===== src/rtl/alu_seq_nb.sv =====
// alu_seq_nb: registered, handshaked N-bit ALU with N/Z/C/V flags.
// Ops: ADD SUB AND OR XOR SHL SHR, plus an iterative shift-add MUL when
// the ALU_MUL_EN macro is defined. Without ALU_MUL_EN, op 111 completes in
// one EXEC cycle with result 0, Z=1 and err=1.
// Flow: IDLE -> (EXEC | MUL) -> DONE -> IDLE. Outputs hold in DONE until
// out_ready; the return to IDLE costs one bubble cycle.
module alu_seq_nb #(
  parameter int N   = 8,
  parameter int SHW = $clog2(N)
) (
  input  logic         clk,
  input  logic         rst,
  input  logic         in_valid,
  output logic         in_ready,
  input  logic [N-1:0] a,
  input  logic [N-1:0] b,
  input  logic [2:0]   op,
  output logic         out_valid,
  input  logic         out_ready,
  output logic [N-1:0] result,
  output logic [N-1:0] result_hi,
  output logic         flag_n,
  output logic         flag_z,
  output logic         flag_c,
  output logic         flag_v,
  output logic         err
);

  typedef enum logic [1:0] {S_IDLE, S_EXEC, S_MUL, S_DONE} state_t;

  state_t       state, nstate;
  logic [N-1:0] a_q, b_q;
  logic [2:0]   op_q;

  // single-cycle datapath outputs
  logic [N-1:0]   ex_res;
  logic           ex_c, ex_v, ex_err;
  logic [N:0]     wide;
  logic [SHW-1:0] sh;
  logic           sh_ok;

`ifdef ALU_MUL_EN
  // multiplier: {mul_hi, mul_lo} is the running product, mul_lo starts as b
  logic [N-1:0]   mul_hi, mul_lo;
  logic [N:0]     mul_sum;
  logic [N-1:0]   mul_lo_nx;
  logic [SHW-1:0] cnt;
  logic           mul_last;

  // one partial-product add per cycle, then shift the pair right by one
  always_comb begin
    mul_sum   = {1'b0, mul_hi} + (mul_lo[0] ? {1'b0, a_q} : '0);
    mul_lo_nx = {mul_sum[0], mul_lo[N-1:1]};
    mul_last  = (cnt == SHW'(N-1));
  end
`endif

  assign in_ready  = (state == S_IDLE);
  assign out_valid = (state == S_DONE);

  // state register
  always_ff @(posedge clk) begin
    if (rst) state <= S_IDLE;
    else     state <= nstate;
  end

  // next-state logic
  always_comb begin
    nstate = state;
    case (state)
      S_IDLE: begin
`ifdef ALU_MUL_EN
        if (in_valid) nstate = (op == 3'b111) ? S_MUL : S_EXEC;
`else
        if (in_valid) nstate = S_EXEC;
`endif
      end
      S_EXEC: nstate = S_DONE;
      S_MUL: begin
`ifdef ALU_MUL_EN
        if (mul_last) nstate = S_DONE;
`else
        nstate = S_IDLE;
`endif
      end
      S_DONE: if (out_ready) nstate = S_IDLE;
      default: nstate = S_IDLE;
    endcase
  end

  // single-cycle op evaluation on the latched operands
  always_comb begin
    ex_res = '0;
    ex_c   = 1'b0;
    ex_v   = 1'b0;
    ex_err = 1'b0;
    wide   = '0;
    sh     = b_q[SHW-1:0];
    // shift amounts >= N only exist when N is not a power of two
    sh_ok  = ({1'b0, sh} < (SHW+1)'(N));
    case (op_q)
      3'b000: begin
        {ex_c, ex_res} = {1'b0, a_q} + {1'b0, b_q};
        ex_v = (a_q[N-1] == b_q[N-1]) && (ex_res[N-1] != a_q[N-1]);
      end
      3'b001: begin
        // bit N of the widened difference is the borrow
        {ex_c, ex_res} = {1'b0, a_q} - {1'b0, b_q};
        ex_v = (a_q[N-1] ^ b_q[N-1]) & (a_q[N-1] ^ ex_res[N-1]);
      end
      3'b010: ex_res = a_q & b_q;
      3'b011: ex_res = a_q | b_q;
      3'b100: ex_res = a_q ^ b_q;
      3'b101: if (sh_ok) begin
        // the extra top bit catches the last bit shifted out
        wide   = {1'b0, a_q} << sh;
        ex_res = wide[N-1:0];
        ex_c   = wide[N];
      end
      3'b110: if (sh_ok) begin
        wide   = {a_q, 1'b0} >> sh;
        ex_res = wide[N:1];
        ex_c   = wide[0];
      end
      default: ex_err = 1'b1;
    endcase
  end

  // operand capture, multiply iteration and result/flag registers
  always_ff @(posedge clk) begin
    if (rst) begin
      a_q       <= '0;
      b_q       <= '0;
      op_q      <= '0;
      result    <= '0;
      result_hi <= '0;
      flag_n    <= 1'b0;
      flag_z    <= 1'b0;
      flag_c    <= 1'b0;
      flag_v    <= 1'b0;
      err       <= 1'b0;
`ifdef ALU_MUL_EN
      mul_hi    <= '0;
      mul_lo    <= '0;
      cnt       <= '0;
`endif
    end else begin
      case (state)
        S_IDLE: if (in_valid) begin
          a_q  <= a;
          b_q  <= b;
          op_q <= op;
`ifdef ALU_MUL_EN
          mul_hi <= '0;
          mul_lo <= b;
          cnt    <= '0;
`endif
        end
        S_EXEC: begin
          result    <= ex_res;
          result_hi <= '0;
          flag_n    <= ex_res[N-1];
          flag_z    <= (ex_res == '0);
          flag_c    <= ex_c;
          flag_v    <= ex_v;
          err       <= ex_err;
        end
`ifdef ALU_MUL_EN
        S_MUL: begin
          mul_hi <= mul_sum[N:1];
          mul_lo <= mul_lo_nx;
          cnt    <= cnt + 1'b1;
          if (mul_last) begin
            result    <= mul_lo_nx;
            result_hi <= mul_sum[N:1];
            flag_n    <= mul_lo_nx[N-1];
            flag_z    <= (mul_lo_nx == '0);
            flag_c    <= 1'b0;
            flag_v    <= (mul_sum[N:1] != '0);
            err       <= 1'b0;
          end
        end
`endif
        default: ;
      endcase
    end
  end

endmodule

===== config.mk =====
export PLATFORM = sky130hd
export DESIGN_NAME = alu_seq_nb
export DESIGN_NICKNAME = d
export VERILOG_FILES = /design/src/rtl/alu_seq_nb.sv
export SDC_FILE = /design/constraint.sdc
export NUM_CORES = 1
export LEC_CHECK = 0
export CORE_AREA = 8 8 109 111
export DETAILED_ROUTE_END_ITERATION = 8
export DIE_AREA = 0 0 117 119
export DONT_BUFFER_PORTS = 1
export GPL_TIMING_DRIVEN = 0
export PLACE_DENSITY = 0.42
export SLEW_MARGIN = 10
export SYNTH_ARGS = -nofsm -noshare
export SYNTH_HDL_FRONTEND = slang
export SYNTH_SLANG_ARGS = --single-unit

===== constraint.sdc =====
create_clock -name clk -period 3.6 [get_ports clk]
set_input_delay 0.36 -clock clk [delete_from_list [all_inputs] [get_ports clk]]
set_output_delay 0.36 -clock clk [all_outputs]
set_load 0.02 [all_outputs]

==> run_results.csv, run 1 <==
group,metric,value,unit
route,detail_route.first_pass.iterations,4,
route,post_drt_via_cell_ratio,5.18,
global_route,grt_util_all_layers,14.6,%
global_route,grt_start_max_net_pins,12,
clock_tree,worst_skew_pair_latency,0.30,ns
timing,timing_worst_slew_pin_value,0.957,ns
die,num_rows,37,
clock_tree,clockRootBuffer,"sky130_fd_sc_hd__clkbuf_8",
clock_tree,ctsHoldBuffers,0,
pwr,irDropWorstVdd,0.138,mV
logic_synthesis,ys.flop_type,"sky130_fd_sc_hd__dfxtp_1",
clock_tree,numClockSinks,33,
finish,regArea,661,sq um
timing,final-max-slew-violation-count,0,
timing,rsz_0062_raised_after_global_routing,"no",
setup_path,criticalPathCategory,"flop to flop",
route,number_of_drc_violations_after_detailed_routing_iteration_0,165,
finish,antenna-diode-count,0,
logic_synthesis,netlist_instances,373,
setup_path,crit_path_start_kind,"flop",
global_route,initial_antenna_violation_count,0,
setup_path,worst-path-max-fanout,10,
finish,cell_count_final_fillers_out,524,
setup_path,timing.critical_path.required,3.84,ns
global_route,vias_in_the_first_global_route,2737,
timing,setup_total_neg_slack,0,ns
setup_path,top_cell_family_by_delay_on_the_critical_path,"compound AO/OA/AOI/OAI gates",
finish,net_count_of_the_finished_layout,437,
logic_synthesis,netlist_area,0.00295,sq mm
clock_tree,worst_setup_hold_path_clk_slew,0.09,ns
setup_path,slowest_delay,0.65,ns
clock_tree,cts_made_buffers,5,
clock_tree,post-cts-setup-buffers,0,
pwr,totalPowerFinal,1.10,mW
pwr,power_density,340,mW/mm^2
timing,max_clock_freq,313,MHz
finish,final_util,32.1,%
die,fp.dieW,117,microns
min_path,hold_class,"primary input to flop",
global_route,overflow,0,
route,wire_per_inst,19.0,microns
die,io_pins,46,
finish,final_area,0.00324,sq mm
placement,gpl.final_weighted_congestion,0.949,
placement,place.detailed.hpwl,7750,microns
die,core,0.0101,sq mm
logic_synthesis,ys_seq_elements,33,
global_route,grt_first_pass_wirelength,15800,microns
route,wirelength,9930,microns
setup_path,end_kind,"flop",
logic_synthesis,postSynthAreaPerCell,7.92,sq um
route,route.detailed.drc,0,
finish,fillCellCount,1136,
finish,syn_to_final_growth,9.78,%
placement,portBuffers,0,
placement,placed_area,0.00315,sq mm
setup_path,buf_inv_on_cp,2,
logic_synthesis,async_reset_ff_share,0,%
logic_synthesis,seq_area_frac_synth,22.4,%
finish,layout_commonest_cell,"sky130_fd_sc_hd__nand2_1",
timing,slew_headroom,35.9,%
timing,timing.final.setup_violations,0,
timing,min_period_over_period,88.8,%
pwr,static-leakage-power,1.24,nW
logic_synthesis,synth_enable_flop_cells,0,
timing,min_period,3.20,ns
setup_path,worst-r2r-setup-slack,0.40,ns
setup_path,timing.critical_path.arrival,3.43,ns
setup_path,worstPathCellList,"buf_2 -> inv_1 -> ha_1 -> o21bai_1 -> a2111oi_0 -> o221ai_1 -> a21oi_1 -> nor4bb_1 -> a32o_2",
placement,dp.cells,516,
timing,fin_worst_skew,0.0112,ns
finish,post_route_cells_drive_above_1_share,9.28,%
finish,multiInputGateArea,0.00203,sq mm
clock_tree,cts_tree,"built",
timing,final-hold-violation-count,0,
clock_tree,ctsLongestPathBuffers,2,
clock_tree,clock_tree.htree_level_count,2,
die,initial_core_util,29.3,%
clock_tree,cts_resized,0,
logic_synthesis,yosysWarningCount,0,
die,die_area,0.0139,sq mm
finish,layout.cells.most_common_list,"sky130_fd_sc_hd__nand2_1, sky130_fd_sc_hd__a21oi_1, sky130_fd_sc_hd__dfxtp_1, sky130_fd_sc_hd__ha_1",
die,fp.dieH,119,microns
logic_synthesis,synth.distinct_cells,53,
setup_path,timing.critical_path.slowest_stage_cell,"sky130_fd_sc_hd__a2111oi_0",
run_status,status,"complete, no violations",
route,vias,2713,
job,maxCapViolations,0,
route,post_route_ant_nets,0,
metal layers:
| metal | part of all wire [%] | GRT usage (%) | up-vias | routed length (microns) |
|---|---|---|---|---|
| met5 | 0 | 0 | - | 0 |
| met4 | 0.84 | 3.20 | 0 | 83 |
| met3 | 5.0 | 2.63 | 6 | 493 |
| met2 | 48 | 24.5 | 62 | 4800 |
| met1 | 46 | 18.9 | 1280 | 4550 |
| li1 | - | - | 1365 | - |
kinds of logic (layout without fill, tap and decap cells):
family	after synthesis	in the layout	share of synthesized area, %
DFF	33	33	22.4
buffers and inverters	60	68	9.87
muxes	15	15	8.56
xor gates and xnor gates	3	3	0.890
other	1	8	0.127
and+or+nand+nor	120	120	20.8
AOI/OAI and AO/OA	114	114	25.5
adders and majority gates	27	27	11.9
cell usage after synthesis (6+ instances only):
| library cell | n | share of area, % |
|---|---|---|
| sky130_fd_sc_hd__ha_1 | 25 | 11 |
| sky130_fd_sc_hd__a22oi_1 | 9 | 2.3 |
| sky130_fd_sc_hd__dfxtp_1 | 33 | 22 |
| sky130_fd_sc_hd__nand2b_1 | 7 | 1.5 |
| sky130_fd_sc_hd__mux2i_1 | 8 | 2.7 |
| sky130_fd_sc_hd__a21oi_1 | 47 | 8.0 |
| sky130_fd_sc_hd__buf_4 | 9 | 2.3 |
| sky130_fd_sc_hd__nand2_1 | 48 | 6.1 |
| sky130_fd_sc_hd__nor2_1 | 23 | 2.9 |
| sky130_fd_sc_hd__buf_2 | 8 | 1.4 |
| sky130_fd_sc_hd__inv_1 | 23 | 2.9 |
| sky130_fd_sc_hd__clkbuf_1 | 17 | 2.2 |
| sky130_fd_sc_hd__a211oi_1 | 6 | 1.5 |
| sky130_fd_sc_hd__nor3_1 | 6 | 1.0 |
| sky130_fd_sc_hd__o21ai_0 | 9 | 1.5 |
power by group:
group	switching, mW	total [mW]	internal, mW
Clock	0.165	0.299	0.134
Combinational	0.227	0.360	0.133
Sequential	0.0494	0.443	0.394
Total	0.442	1.10	0.661
per-stage QoR:
stage | hold slack [ns] | setup slack (ns)
after floorplan | 0.447 | 1.02
after global placement | 0.460 | 0.404
after detailed placement | 0.460 | 0.488
after CTS | 0.134 | 0.470
after global routing | 0.144 | 0.261
final | 0.142 | 0.402
worst paths after layout:
| check | from | to | cells past startpoint |
|---|---|---|---|
| setup / recovery | b_q[1]$_SDFFE_PP0P_ | flag_z$_SDFFE_PP0P_ | 9 |
| hold / removal | rst | state[1]$_SDFFE_PP0P_ | 1 |
| setup reg to reg | b_q[1]$_SDFFE_PP0P_ | flag_z$_SDFFE_PP0P_ | 9 |
| hold reg to reg | b_q[4]$_SDFFE_PP0P_ | b_q[4]$_SDFFE_PP0P_ | 2 |
state kept, by name, summed over array words and instances (netlist names):
signal / flops
a_q: 8
b_q: 8
err: 1
flag_c: 1
flag_v: 1
flag_z: 1
op_q: 3
result: 8
state: 2
final cells by class:
class | count | area share [%]
multi-input combinational | 287 | 62.7
clock inverter | 3 | 0.540
buffer | 37 | 6.33
inverter | 23 | 2.66
sequential | 33 | 20.4
tap | 136 | 5.25
clock buffer | 5 | 2.12
(Power assumes the default switching activity.)
==> inputs of run 2 (changes only) <==
--- a/config.mk
+++ b/config.mk
@@ -5,13 +5,13 @@
 export SDC_FILE = /design/constraint.sdc
 export NUM_CORES = 1
 export LEC_CHECK = 0
+export CAP_MARGIN = 20
 export CORE_AREA = 8 8 109 111
 export DETAILED_ROUTE_END_ITERATION = 8
 export DIE_AREA = 0 0 117 119
 export DONT_BUFFER_PORTS = 1
 export GPL_TIMING_DRIVEN = 0
 export PLACE_DENSITY = 0.42
-export SLEW_MARGIN = 10
 export SYNTH_ARGS = -nofsm -noshare
 export SYNTH_HDL_FRONTEND = slang
 export SYNTH_SLANG_ARGS = --single-unit
==> run 2 against run 1 <==
Routed wire length fell by 0.57%. Core utilization barely moved. Setup slack improved by 0.0036 ns. Clock power rose by 2%. Via count rose by 1.1%. Count of clock-buffer cells in the layout did not move. Register-to-register slack barely moved. Critical path depth did not move. First-iteration DRC count rose by 17%. Sequential share of layout area barely moved. Largest power group unchanged.
==> run_results.csv, run 2 (synthesis gave the netlist of run 1 again) <==
group,metric,value,unit
setup_path,criticalPathCategory,"flop to flop",
clock_tree,cts_resized,0,
die,num_rows,37,
die,fp.dieH,119,microns
finish,reg.largest.list,"a_q: 8 flops, b_q: 8 flops, result: 8 flops",
finish,syn_to_final_growth,9.74,%
global_route,grt_first_pass_wirelength,15700,microns
setup_path,worst-path-max-fanout,10,
die,core,0.0101,sq mm
timing,setup_total_neg_slack,0,ns
setup_path,timing.critical_path.required,3.84,ns
timing,max_clock_freq,313,MHz
global_route,grt_start_max_net_pins,12,
finish,layout_commonest_cell,"sky130_fd_sc_hd__nand2_1",
finish,net_count_of_the_finished_layout,438,
timing,rsz_0062_raised_after_global_routing,"no",
route,vias,2744,
route,wire_per_inst,18.8,microns
route,post_drt_via_cell_ratio,5.23,
global_route,grt_util_all_layers,14.6,%
placement,portBuffers,0,
route,number_of_drc_violations_after_detailed_routing_iteration_0,193,
clock_tree,post-cts-setup-buffers,0,
timing,min_period_over_period,88.7,%
finish,final_area,0.00324,sq mm
placement,place.detailed.hpwl,7670,microns
pwr,power_density,341,mW/mm^2
route,detail_route.first_pass.iterations,4,
route,route.layer.met1.wl,4370,microns
min_path,hold_class,"primary input to flop",
setup_path,crit_path_start_kind,"flop",
global_route,vias_in_the_first_global_route,2796,
pwr,totalPowerFinal,1.11,mW
global_route,overflow,0,
route,maxUsedRoutingLayer,"met4",
clock_tree,ctsHoldBuffers,0,
pwr,static-leakage-power,1.24,nW
setup_path,end_kind,"flop",
timing,min_period,3.19,ns
placement,gpl.final_weighted_congestion,0.949,
global_route,initial_antenna_violation_count,0,
finish,final_util,32.1,%
finish,antenna-diode-count,0,
route,post_route_ant_nets,0,
route,wirelength,9870,microns
route,route.met2.wl,4690,microns
finish,layout.cells.most_common_list,"sky130_fd_sc_hd__nand2_1, sky130_fd_sc_hd__a21oi_1, sky130_fd_sc_hd__dfxtp_1, sky130_fd_sc_hd__ha_1",
timing,setup_ws,0.406,ns
setup_path,timing.critical_path.arrival,3.44,ns
timing,fin_worst_skew,0.0124,ns
timing,timing.final.setup_violations,0,
timing,slew_headroom,36.2,%
clock_tree,cts_tree,"built",
placement,preCtsSetupSlack,0.478,ns
clock_tree,ctsLongestPathBuffers,2,
timing,final-hold-violation-count,0,
clock_tree,worst_setup_hold_path_clk_slew,0.09,ns
job,maxCapViolations,0,
clock_tree,worst_skew_pair_latency,0.30,ns
die,die_area,0.0139,sq mm
run_status,status,"complete, no violations",
placement,placed_area,0.00316,sq mm
die,initial_core_util,29.3,%
route,route.detailed.drc,0,
die,fp.dieW,117,microns
clock_tree,clock_tree.htree_level_count,2,
clock_tree,numClockSinks,33,
route,dr_wl_met3,512,microns
timing,timing_worst_slew_pin_value,0.954,ns
clock_tree,cts_made_buffers,5,
die,io_pins,46,
finish,post_route_cells_drive_above_1_share,9.25,%
clock_tree,clockRootBuffer,"sky130_fd_sc_hd__clkbuf_8",
timing,final-max-slew-violation-count,0,
pwr,irDropWorstVdd,0.168,mV
## run 2: cell count changes in the layout (fill, tap and decap cells not counted)
cell | before | now
sky130_fd_sc_hd__buf_2 | 8 | 9
sky130_fd_sc_hd__nor4bb_2 | 1 | 0
sky130_fd_sc_hd__nor4bb_1 | 2 | 3
## run 2: critical path: stages (launching register included)
cell and delay (ns):
sky130_fd_sc_hd__dfxtp_1 0.47, sky130_fd_sc_hd__buf_2 0.28, sky130_fd_sc_hd__inv_1 0.18, sky130_fd_sc_hd__ha_1 0.36, sky130_fd_sc_hd__o21bai_1 0.16, sky130_fd_sc_hd__a2111oi_0 0.63, sky130_fd_sc_hd__o221ai_1 0.19, sky130_fd_sc_hd__a21oi_1 0.33
sky130_fd_sc_hd__nor4bb_1 0.32, sky130_fd_sc_hd__a32o_2 0.21
## run 2: path summary, 6_finish.rpt
check,start,to,slack [ns],cells after the start
hold / removal,rst,state[1]$_SDFFE_PP0P_,0.14,1
hold reg to reg,b_q[6]$_SDFFE_PP0P_,b_q[6]$_SDFFE_PP0P_,0.48,2
setup reg to reg,b_q[1]$_SDFFE_PP0P_,flag_z$_SDFFE_PP0P_,0.41,9
setup / recovery,b_q[1]$_SDFFE_PP0P_,flag_z$_SDFFE_PP0P_,0.41,9
## run 2: cell type report
type	count	area, sq um
well taps	136	170
clock inverters	3	17.5
multi-input cells	287	2030
flip-flops and latches	33	661
plain buffers	37	205
repair buffers	1	5.00
inverters	23	86.3
fillers	1130	6850
clock buffers	5	68.8
## run 2: power breakdown
part           internal [mW]  switching [mW]
sequential             0.394          0.0491
combinational          0.133           0.225
clock                  0.134           0.172
total                  0.661           0.446
## run 2: layer usage
layer | vias to the layer above | global-route usage (%)
met5 | - | 0
met4 | 0 | 6.00
met3 | 15 | 3.08
met2 | 71 | 24.0
met1 | 1303 | 18.0
li1 | 1355 | -
## run 2: stage by stage
step | instances | hold WS [ns]
after detailed placement | 517 | 0.460
after global routing | 525 | 0.134
final | 525 | 0.137
after global placement | 516 | 0.460
after floorplan | 380 | 0.447
after CTS | 525 | 0.127
==> inputs of run 3 (changes only) <==
--- a/config.mk
+++ b/config.mk
@@ -5,10 +5,11 @@
 export SDC_FILE = /design/constraint.sdc
 export NUM_CORES = 1
 export LEC_CHECK = 0
+export ABC_CLOCK_PERIOD_IN_PS = 3600
 export CAP_MARGIN = 20
-export CORE_AREA = 8 8 109 111
+export CORE_AREA = 3 3 104 106
 export DETAILED_ROUTE_END_ITERATION = 8
-export DIE_AREA = 0 0 117 119
+export DIE_AREA = 0 0 107 109
 export DONT_BUFFER_PORTS = 1
 export GPL_TIMING_DRIVEN = 0
 export PLACE_DENSITY = 0.42
==> run 3 against run 2 <==
Combinational power barely moved. Fmax rose by 0.52%. Clock power fell by 2%. Hold slack improved by 0.013 ns. Total power fell by 0.65%. Critical path depth did not move. Critical endpoint unchanged. Via count rose by 2.2%. Non-clock buffer count fell by 1. Register-to-register slack improved by 0.02 ns.
==> run_results.csv, run 3 (synthesis gave the netlist of run 1 again) <==
group,metric,value,unit
clock_tree,ctsLongestPathBuffers,2,
setup_path,timing.critical_path.required,3.84,ns
clock_tree,worst_setup_hold_path_clk_slew,0.09,ns
global_route,grt_first_pass_wirelength,15100,microns
finish,layout_commonest_cell,"sky130_fd_sc_hd__nand2_1",
die,num_rows,36,
die,core,0.00986,sq mm
setup_path,slowest_delay,0.67,ns
clock_tree,clockRootBuffer,"sky130_fd_sc_hd__clkbuf_8",
global_route,overflow,0,
timing,final-max-slew-violation-count,0,
timing,setup_ws,0.422,ns
finish,antenna-diode-count,0,
placement,gpl.final_weighted_congestion,0.924,
timing,fin_worst_skew,0.0142,ns
route,detail_route.first_pass.iterations,4,
setup_path,worst-r2r-setup-slack,0.42,ns
pwr,static-leakage-power,1.24,nW
timing,min_period_over_period,88.3,%
setup_path,top_cell_family_by_delay_on_the_critical_path,"compound AO/OA/AOI/OAI gates",
timing,timing_worst_slew_pin_value,1.11,ns
setup_path,criticalPathCategory,"flop to flop",
die,io_pins,46,
die,die_area,0.0117,sq mm
finish,final_util,32.8,%
finish,net_count_of_the_finished_layout,437,
timing,rsz_0062_raised_after_global_routing,"no",
placement,place.detailed.hpwl,7320,microns
finish,reg.largest.list,"a_q: 8 flops, b_q: 8 flops, result: 8 flops",
die,fp.dieW,107,microns
clock_tree,ctsHoldBuffers,0,
global_route,initial_antenna_violation_count,0,
route,wirelength,9510,microns
min_path,hold_class,"primary input to flop",
route,number_of_drc_violations_after_detailed_routing_iteration_0,213,
placement,preCtsSetupSlack,0.507,ns
timing,min_period,3.18,ns
finish,post_route_cells_drive_above_1_share,9.02,%
timing,slew_headroom,25.0,%
global_route,vias_in_the_first_global_route,2750,
setup_path,critical_path.endpoint,"flag_z$_SDFFE_PP0P_",
setup_path,worst_setup_sp,"b_q[1]$_SDFFE_PP0P_",
job,maxCapViolations,0,
route,wire_per_inst,18.3,microns
global_route,grt_start_max_net_pins,12,
route,vias,2804,
setup_path,timing.critical_path.depth,9,
setup_path,worstPathCellList,"buf_2 -> inv_1 -> ha_1 -> o21bai_1 -> a2111oi_0 -> o221ai_1 -> a21oi_1 -> nor4bb_1 -> a32o_2",
timing,max_clock_freq,315,MHz
clock_tree,cts_tree,"built",
clock_tree,clock_tree.htree_level_count,2,
clock_tree,cts_made_buffers,5,
setup_path,crit_path_start_kind,"flop",
route,route.detailed.drc,0,
timing,final-hold-violation-count,0,
setup_path,end_kind,"flop",
route,post_drt_via_cell_ratio,5.38,
clock_tree,numClockSinks,33,
route,post_route_ant_nets,0,
pwr,irDropWorstVdd,0.142,mV
timing,setup_total_neg_slack,0,ns
setup_path,worst-path-max-fanout,10,
finish,syn_to_final_growth,9.45,%
clock_tree,post-cts-setup-buffers,0,
global_route,grt_util_all_layers,16.9,%
setup_path,startpoint_of_the_worst_register_to_register_path,"b_q[1]$_SDFFE_PP0P_",
setup_path,timing.rr.end,"flag_z$_SDFFE_PP0P_",
pwr,totalPowerFinal,1.10,mW
clock_tree,worst_skew_pair_latency,0.30,ns
finish,layout.cells.most_common_list,"sky130_fd_sc_hd__nand2_1, sky130_fd_sc_hd__a21oi_1, sky130_fd_sc_hd__dfxtp_1, sky130_fd_sc_hd__ha_1",
die,fp.dieH,109,microns
setup_path,buf_inv_on_cp,2,
run_status,status,"complete, no violations",
die,initial_core_util,29.9,%
setup_path,timing.critical_path.slowest_stage_cell,"sky130_fd_sc_hd__a2111oi_0",
clock_tree,cts_resized,0,
timing,timing.final.setup_violations,0,
setup_path,timing.critical_path.arrival,3.42,ns
placement,portBuffers,0,
pwr,power_density,340,mW/mm^2
setup_path,ff2ff_path_depth,9,
[run 3: changes by cell type in the layout (fill, tap and decap cells not counted)]
cell | previous run | this run
sky130_fd_sc_hd__buf_2 | 9 | 8
[run 3: stage by stage]
stage / hold WS, ns / cell area, sq um / std cells
2_1_floorplan: 0.447 / 2980 / 380
3_3_place_gp: 0.451 / 3150 / 513
3_5_place_dp: 0.454 / 3150 / 513
4_1_cts: 0.140 / 3230 / 521
5_1_grt: 0.136 / 3230 / 521
6_report: 0.149 / 3230 / 521
[run 3: layer usage]
| metal | global-route usage [%] | vias to the layer above | wire length, microns |
|---|---|---|---|
| met4 | 6.39 | 0 | 330 |
| met1 | 22.2 | 1333 | 4330 |
| li1 | - | 1361 | - |
| met3 | 3.20 | 17 | 477 |
| met5 | 0 | - | 0 |
| met2 | 27.5 | 93 | 4370 |
[run 3: report_power, final]
part	total, mW	internal, mW	switching, mW
combinational	0.358	0.133	0.225
sequential	0.442	0.394	0.0483
clock	0.300	0.134	0.166
total	1.10	0.661	0.439
[run 3: area by class of cell]
cell class	instances	area, sq um
fillers	1078	6630
multi-input cells	287	2030
flip-flops and latches	33	661
clock inverters	3	17.5
clock buffers	5	68.8
inverters	23	86.3
well taps	133	166
plain buffers	37	205
[run 3: worst min-delay path by stage]
stage	from	to	slack [ns]	depth (start not counted)
after floorplan	rst	state[1]$_SDFFE_PP0P_	0.45	1
after global placement	rst	state[1]$_SDFFE_PP0P_	0.45	1
after detailed placement	rst	state[1]$_SDFFE_PP0P_	0.45	1
after CTS	rst	state[1]$_SDFFE_PP0P_	0.14	1
after global routing	rst	state[1]$_SDFFE_PP0P_	0.14	1
final	rst	state[1]$_SDFFE_PP0P_	0.15	1
